[src/rtl/cud_pkg.sv]
// Shared types and constants for the up/down counter with load and wrap flag.
package cud_pkg;

  parameter int CUD_WIDTH = 4;

  typedef logic [CUD_WIDTH-1:0] cud_count_t;

  typedef enum logic {
    CUD_DOWN = 1'b0,
    CUD_UP   = 1'b1
  } cud_dir_e;

endpackage

[src/rtl/counter_up_down.sv]
// Modular up/down counter with parallel load; rollover pulses for the one
// cycle in which count shows a wrapped value.
module counter_up_down
  import cud_pkg::*;
#(
  parameter int WIDTH = CUD_WIDTH
) (
  input  logic             clk,
  input  logic             rstn,
  input  logic             load_en,
  input  logic [WIDTH-1:0] load,
  input  logic             ud,
  output logic [WIDTH-1:0] count,
  output logic             rollover
);

  localparam logic [WIDTH-1:0] MAX_VAL = {WIDTH{1'b1}};
  localparam logic [WIDTH-1:0] ONE     = {{(WIDTH-1){1'b0}}, 1'b1};

  logic [WIDTH-1:0] count_nxt;
  logic             rollover_nxt;

  // Load beats counting, so a load on a would-be wrap edge never flags.
  always_comb begin
    count_nxt    = count;
    rollover_nxt = 1'b0;
    if (load_en) begin
      count_nxt    = load;
      rollover_nxt = 1'b0;
    end else if (ud == CUD_UP) begin
      count_nxt    = count + ONE;
      rollover_nxt = (count == MAX_VAL);
    end else begin
      count_nxt    = count - ONE;
      rollover_nxt = (count == '0);
    end
  end

  always_ff @(posedge clk or negedge rstn) begin
    if (!rstn) begin
      count    <= '0;
      rollover <= 1'b0;
    end else begin
      count    <= count_nxt;
      rollover <= rollover_nxt;
    end
  end

endmodule

[config.mk]
export PLATFORM = sky130hd
export DESIGN_NAME = counter_up_down
export DESIGN_NICKNAME = d
export VERILOG_FILES = /design/src/rtl/cud_pkg.sv /design/src/rtl/counter_up_down.sv
export SDC_FILE = /design/constraint.sdc
export NUM_CORES = 1
export LEC_CHECK = 0
export CAP_MARGIN = 20
export CELL_PAD_IN_SITES_DETAIL_PLACEMENT = 0
export CELL_PAD_IN_SITES_GLOBAL_PLACEMENT = 2
export CORE_AREA = 4 4 41 43
export DETAILED_ROUTE_END_ITERATION = 6
export DIE_AREA = 0 0 45 47
export GPL_TIMING_DRIVEN = 0
export PLACE_DENSITY_LB_ADDON = 0.1
export SYNTH_ARGS = -nofsm -noshare
export SYNTH_HDL_FRONTEND = slang
export SYNTH_SLANG_ARGS = --single-unit
[constraint.sdc]
create_clock -name clk -period 4 [get_ports clk]
set_clock_uncertainty 0.15 [all_clocks]
set_input_delay 0.4 -clock clk [delete_from_list [all_inputs] [get_ports clk]]
set_output_delay 0.4 -clock clk [all_outputs]
set_load 0.05 [all_outputs]
==> metrics.yaml, run 1 <==
ir_drop_mv: 0.132
synth_nets: 40
viasPerCell: 4.47
numCtsBuffers: 3
grt-ovfl-total: 0
critical_path_required_ns: 3.45
post-route-drc-count: 0
hold_violations: 0
powerDensity_nw_per_um2: 496
cts_hold_buf: 0
path_class: "reg2out"
status: "finished, final reports clean"
core_um2: 1300
finalNetCount: 56
cp_max_fo: 6
yosys.area.top_type: "dfrtp_1"
antenna_found_initial: 0
drive_above_1_share: 0.159
synth.distinct_cells: 19
synth_top_cell_area_share: 0.410
area_growth_syn_to_layout_pct: 50.8
arrival_ns: 1.55
synthCells: 29
synth_area_leaders: "dfrtp_1 41%, ha_1 8.2%, fa_1 6.6%"
dr.pass1.iters: 1
critical-path-max-stage-delay_ns: 0.85
critPathTopFamily: "buffers and inverters"
num_vias: 264
gp_congestion: 0.638
synth_edf_count: 0
cts_sinks: 5
crit_chain: "clkdlybuf4s50_1"
cts-root-buf: "clkbuf_4"
setup_viol_count_final: 0
crit_path_start_kind: "flop"
rows: 13
finalCriticalPeriod_ns: 2.10
slew_violations: 0
max_freq_ghz: 0.477
place_hpwl_um: 530
rsz0062_at_grt: "false"
dieHeight_um: 47
syn_area_um2: 305
yosysSeqAreaShare: 0.410
end_kind: "output pin"
initial_core_util: 0.235
grt_pass1_vias: 280
clkLatencyLatePin_ns: 0.24
p_leak_nw: 0.189
worst_pin_slew_ns: 0.496
post_cts_buffers: 0
finalCritPeriodShare: 0.524
dieWidth_um: 45
ys.flop_type: "dfrtp_1"
dr.first_iter.drc_count: 0
drv_cap: 0
ios: 13
grt_max_degree: 10
ys_warn_count: 0
dieArea_um2: 2120
cts_resized: 0
synth_seq_cells: 5
antenna_left: 0
io_buffers: 11
setup-tns-final_ns: 0
antenna_cells: 0
cts_buffer_depth: 2
cpMaxStageDelayCell: "clkdlybuf4s50_1"
maxSlewHeadroom: 0.668
hold_class: "in2async"
syn_area_per_cell_um2: 10.5
htree_levels: 1
drt-total-wl_um: 672
cts_tree: "yes"
layoutNonFillerInstCount: 59
dpl.cell_count: 55
cp.buffers_inverters: 1
grtUsageTotal: 0.0859
clkSlewWorstSetupHoldPaths_ns: 0.04
async_flop_share: 1.00
grt_pass1_wl_um: 1240
post_drt_wl_per_cell_um: 11.4
## cell families (layout without fill, tap and decap cells)
group                    Yosys count  count (layout)  share of synthesized area
AND/OR/NAND/NOR                   10              10                      0.164
AO/OA/AOI/OAI                      6               6                      0.156
flip-flops                         5               5                      0.410
adder cells (fa/ha/maj)            3               3                      0.148
XOR/XNOR                           2               2                     0.0574
buffers and inverters              2              17                     0.0287
multiplexers                       1               1                     0.0369
## where the power goes
part	leakage (nW)	switching (mW)	internal, mW
clock network	0.0150	0.0203	0.0377
registers	0.0606	0.0116	0.0598
logic	0.113	0.0574	0.0414
total	0.189	0.0893	0.139
## cell usage in the layout, fill, tap and decap left out, drive strengths merged
cell type      instances
a211oi                 1
a21oi                  2
a311oi                 1
and3                   1
buf                    1
clkbuf                 4
clkdlybuf4s50         11
dfrtp                  5
fa                     1
ha                     2
inv                    1
mux2                   1
nand2                  3
nand3                  2
nor2                   1
nor2b                  2
nor3                   1
o21ai                  2
xnor2                  1
xor2                   1
## per-stage QoR
step           total power [mW]  cell area (um^2)  setup WS (ns)  hold slack [ns]   util
2_1_floorplan             0.139               305           2.30          -0.0456      -
3_3_place_gp              0.173               434           1.80            0.432  0.334
3_5_place_dp              0.173               434           1.80            0.441  0.334
4_1_cts                   0.234               460           1.88            0.228  0.354
5_1_grt                   0.244               460           1.84            0.243  0.354
6_report                  0.228               460           1.90            0.229  0.354
## synthesized netlist by cell type, drive strengths merged (2+ instances only)
cell type and number:
dfrtp 5, nand2 3, a21oi 2, ha 2, nand3 2, nor2b 2
o21ai 2
## final cells by class
type	count	area, um^2
well taps	15	18.8
plain buffers	1	5.00
clock buffers	4	26.3
fillers	153	841
inverters	1	3.75
repair buffers	11	110
flip-flops and latches	5	125
multi-input cells	22	171
## final timing paths
path	start	endpoint	slack, ns	cells past startpoint
max	count[0]$_DFF_PN0_	count[0]	1.90	1
min	rstn	rollover$_DFF_PN0_	0.23	1
max reg2reg	count[2]$_DFF_PN0_	count[3]$_DFF_PN0_	2.50	4
min reg2reg	count[3]$_DFF_PN0_	rollover$_DFF_PN0_	0.44	2
max in group asynchronous	rstn	count[0]$_DFF_PN0_	3.28	1
min in group clk	load_en	rollover$_DFF_PN0_	0.28	2
## sequential cells by signal, indices dropped and copies added, names as in the netlist
name      count
count         4
rollover      1
## routing by layer
layer	wire length [um]	share of wire	vias to the layer above	global-route usage
met2	310	0.46	13	0.121
met1	301	0.45	119	0.102
li1	-	-	132	-
met5	0	0	-	0
met4	0	0	0	0.0351
met3	60	0.089	0	0.0575
Power figures use the tool's default switching activity.
==> inputs of run 2 (changes only) <==
- CORE_AREA: 4 4 41 43 -> not set
- CORE_MARGIN: not set -> 4
- CORE_UTILIZATION: not set -> 22
- DIE_AREA: 0 0 45 47 -> not set
- clock period: 4 -> 2.1 ns (I/O delays scaled with it)
==> metrics.yaml, run 2 (synthesized netlist as in run 1, its figures left out) <==
status: "finished, final reports clean"
cts_tree: "yes"
largest_reg_flops: 4
fin_area_um2: 460
top_register: "count"
cts_hold_buf: 0
total_power_mw: 0.435
post-route-drc-count: 0
end_kind: "output pin"
path_class: "reg2out"
switching_share: 0.391
fin_util: 0.354
critPathTopFamily: "buffers and inverters"
grt_pass1_vias: 284
drv_cap: 0
finalCriticalPeriod_ns: 1.91
p_seq_frac: 0.313
cts_sinks: 5
powerDensity_nw_per_um2: 944
setup_viol_count_final: 0
hold_class: "in2async"
cts-root-buf: "clkbuf_4"
initial_core_util: 0.235
maxSlewHeadroom: 0.668
htree_levels: 1
dieHeight_um: 45.3
post_cts_buffers: 0
core_um2: 1300
dieArea_um2: 2050
grt-ovfl-total: 0
grtUsageTotal: 0.0883
numCtsBuffers: 3
rsz0062_at_grt: "false"
antenna_left: 0
drive_above_1_share: 0.159
place_hpwl_um: 528
finalCritPeriodShare: 0.907
num_vias: 264
ios: 13
max_freq_ghz: 0.525
gp_congestion: 0.638
dr.pass1.iters: 1
critical_path_required_ns: 1.74
area_growth_syn_to_layout_pct: 50.8
worst_pin_slew_ns: 0.496
whs_ns: 0.0394
finalNetCount: 56
clkSlewWorstSetupHoldPaths_ns: 0.04
internal-power_mw: 0.265
crit_chain: "clkdlybuf4s50_1"
dieWidth_um: 45.3
post_drt_wl_per_cell_um: 11.3
io_buffers: 11
pwr-share-comb: 0.433
grt_pass1_wl_um: 1240
cts_resized: 0
reg_top3: "count x4, rollover x1"
antenna_found_initial: 0
cp.buffers_inverters: 1
crit_path_start_kind: "flop"
p_leak_nw: 0.189
critical-path-max-stage-delay_ns: 0.85
p_sw_mw: 0.170
grt_max_degree: 10
dr.first_iter.drc_count: 0
antenna_cells: 0
rows: 13
viasPerCell: 4.47
final_common_cell: "clkdlybuf4s50_1"
clkLatencyLatePin_ns: 0.24
drt-total-wl_um: 669
dpl_cell_area_um2: 434
slew_violations: 0
cpMaxStageDelayCell: "clkdlybuf4s50_1"
setup-tns-final_ns: 0
layout_common_cells: "11 x clkdlybuf4s50_1, 5 x dfrtp_1, 3 x nand2_1, 3 x clkbuf_4"
cts_buffer_depth: 2
cp_max_fo: 6
arrival_ns: 1.55
ir_drop_mv: 0.251
hold_violations: 0
clockPowerShare: 0.254
==> run 2: area by class of cell <==
type	count	area (um^2)
Tap cell	15	18.8
Buffer	1	5.00
Multi-Input combinational cell	22	171
Sequential cell	5	125
Fill cell	153	841
Clock buffer	4	26.3
Timing Repair Buffer	11	110
Inverter	1	3.75
==> run 2: layer usage <==
layer  vias up  wire length, um  global-route usage
met5         -                0                   0
met4         0                0              0.0351
met3         0               60              0.0598
met2        13              306               0.121
met1       119              301               0.107
li1        132                -                   -
==> run 2: path summary, 6_finish.rpt <==
| kind | startpoint | to | slack (ns) | cells past startpoint |
|---|---|---|---|---|
| max in group asynchronous | rstn | count[0]$_DFF_PN0_ | 1.57 | 1 |
| min reg2reg | count[3]$_DFF_PN0_ | rollover$_DFF_PN0_ | 0.44 | 2 |
| max | count[0]$_DFF_PN0_ | count[0] | 0.19 | 1 |
| min | rstn | rollover$_DFF_PN0_ | 0.04 | 1 |
| max reg2reg | count[2]$_DFF_PN0_ | count[3]$_DFF_PN0_ | 0.60 | 4 |
| min in group clk | load_en | rollover$_DFF_PN0_ | 0.09 | 2 |
==> run 2: power by group through the flow <==
stage | Combinational, mW | Clock, mW | Sequential [mW]
final | 0.188 | 0.110 | 0.136
after CTS | 0.191 | 0.118 | 0.137
after floorplan | 0.0704 | 0 | 0.194
after global placement | 0.191 | 0 | 0.138
after detailed placement | 0.190 | 0 | 0.138
after global routing | 0.204 | 0.121 | 0.140
==> run 2: metrics by stage <==
step,cells,setup slack [ns]
floorplan,29,0.396
global placement,55,0.0919
detailed placement,55,0.0897
CTS,59,0.174
global route,59,0.131
finish,59,0.194
==> run 2: worst reg2reg max path, stage by stage (launching register included) <==
cell and delay (ns):
dfrtp_1 0.41, ha_1 0.36, a21oi_4 0.15, a211oi_1 0.08
a311oi_1 0.25
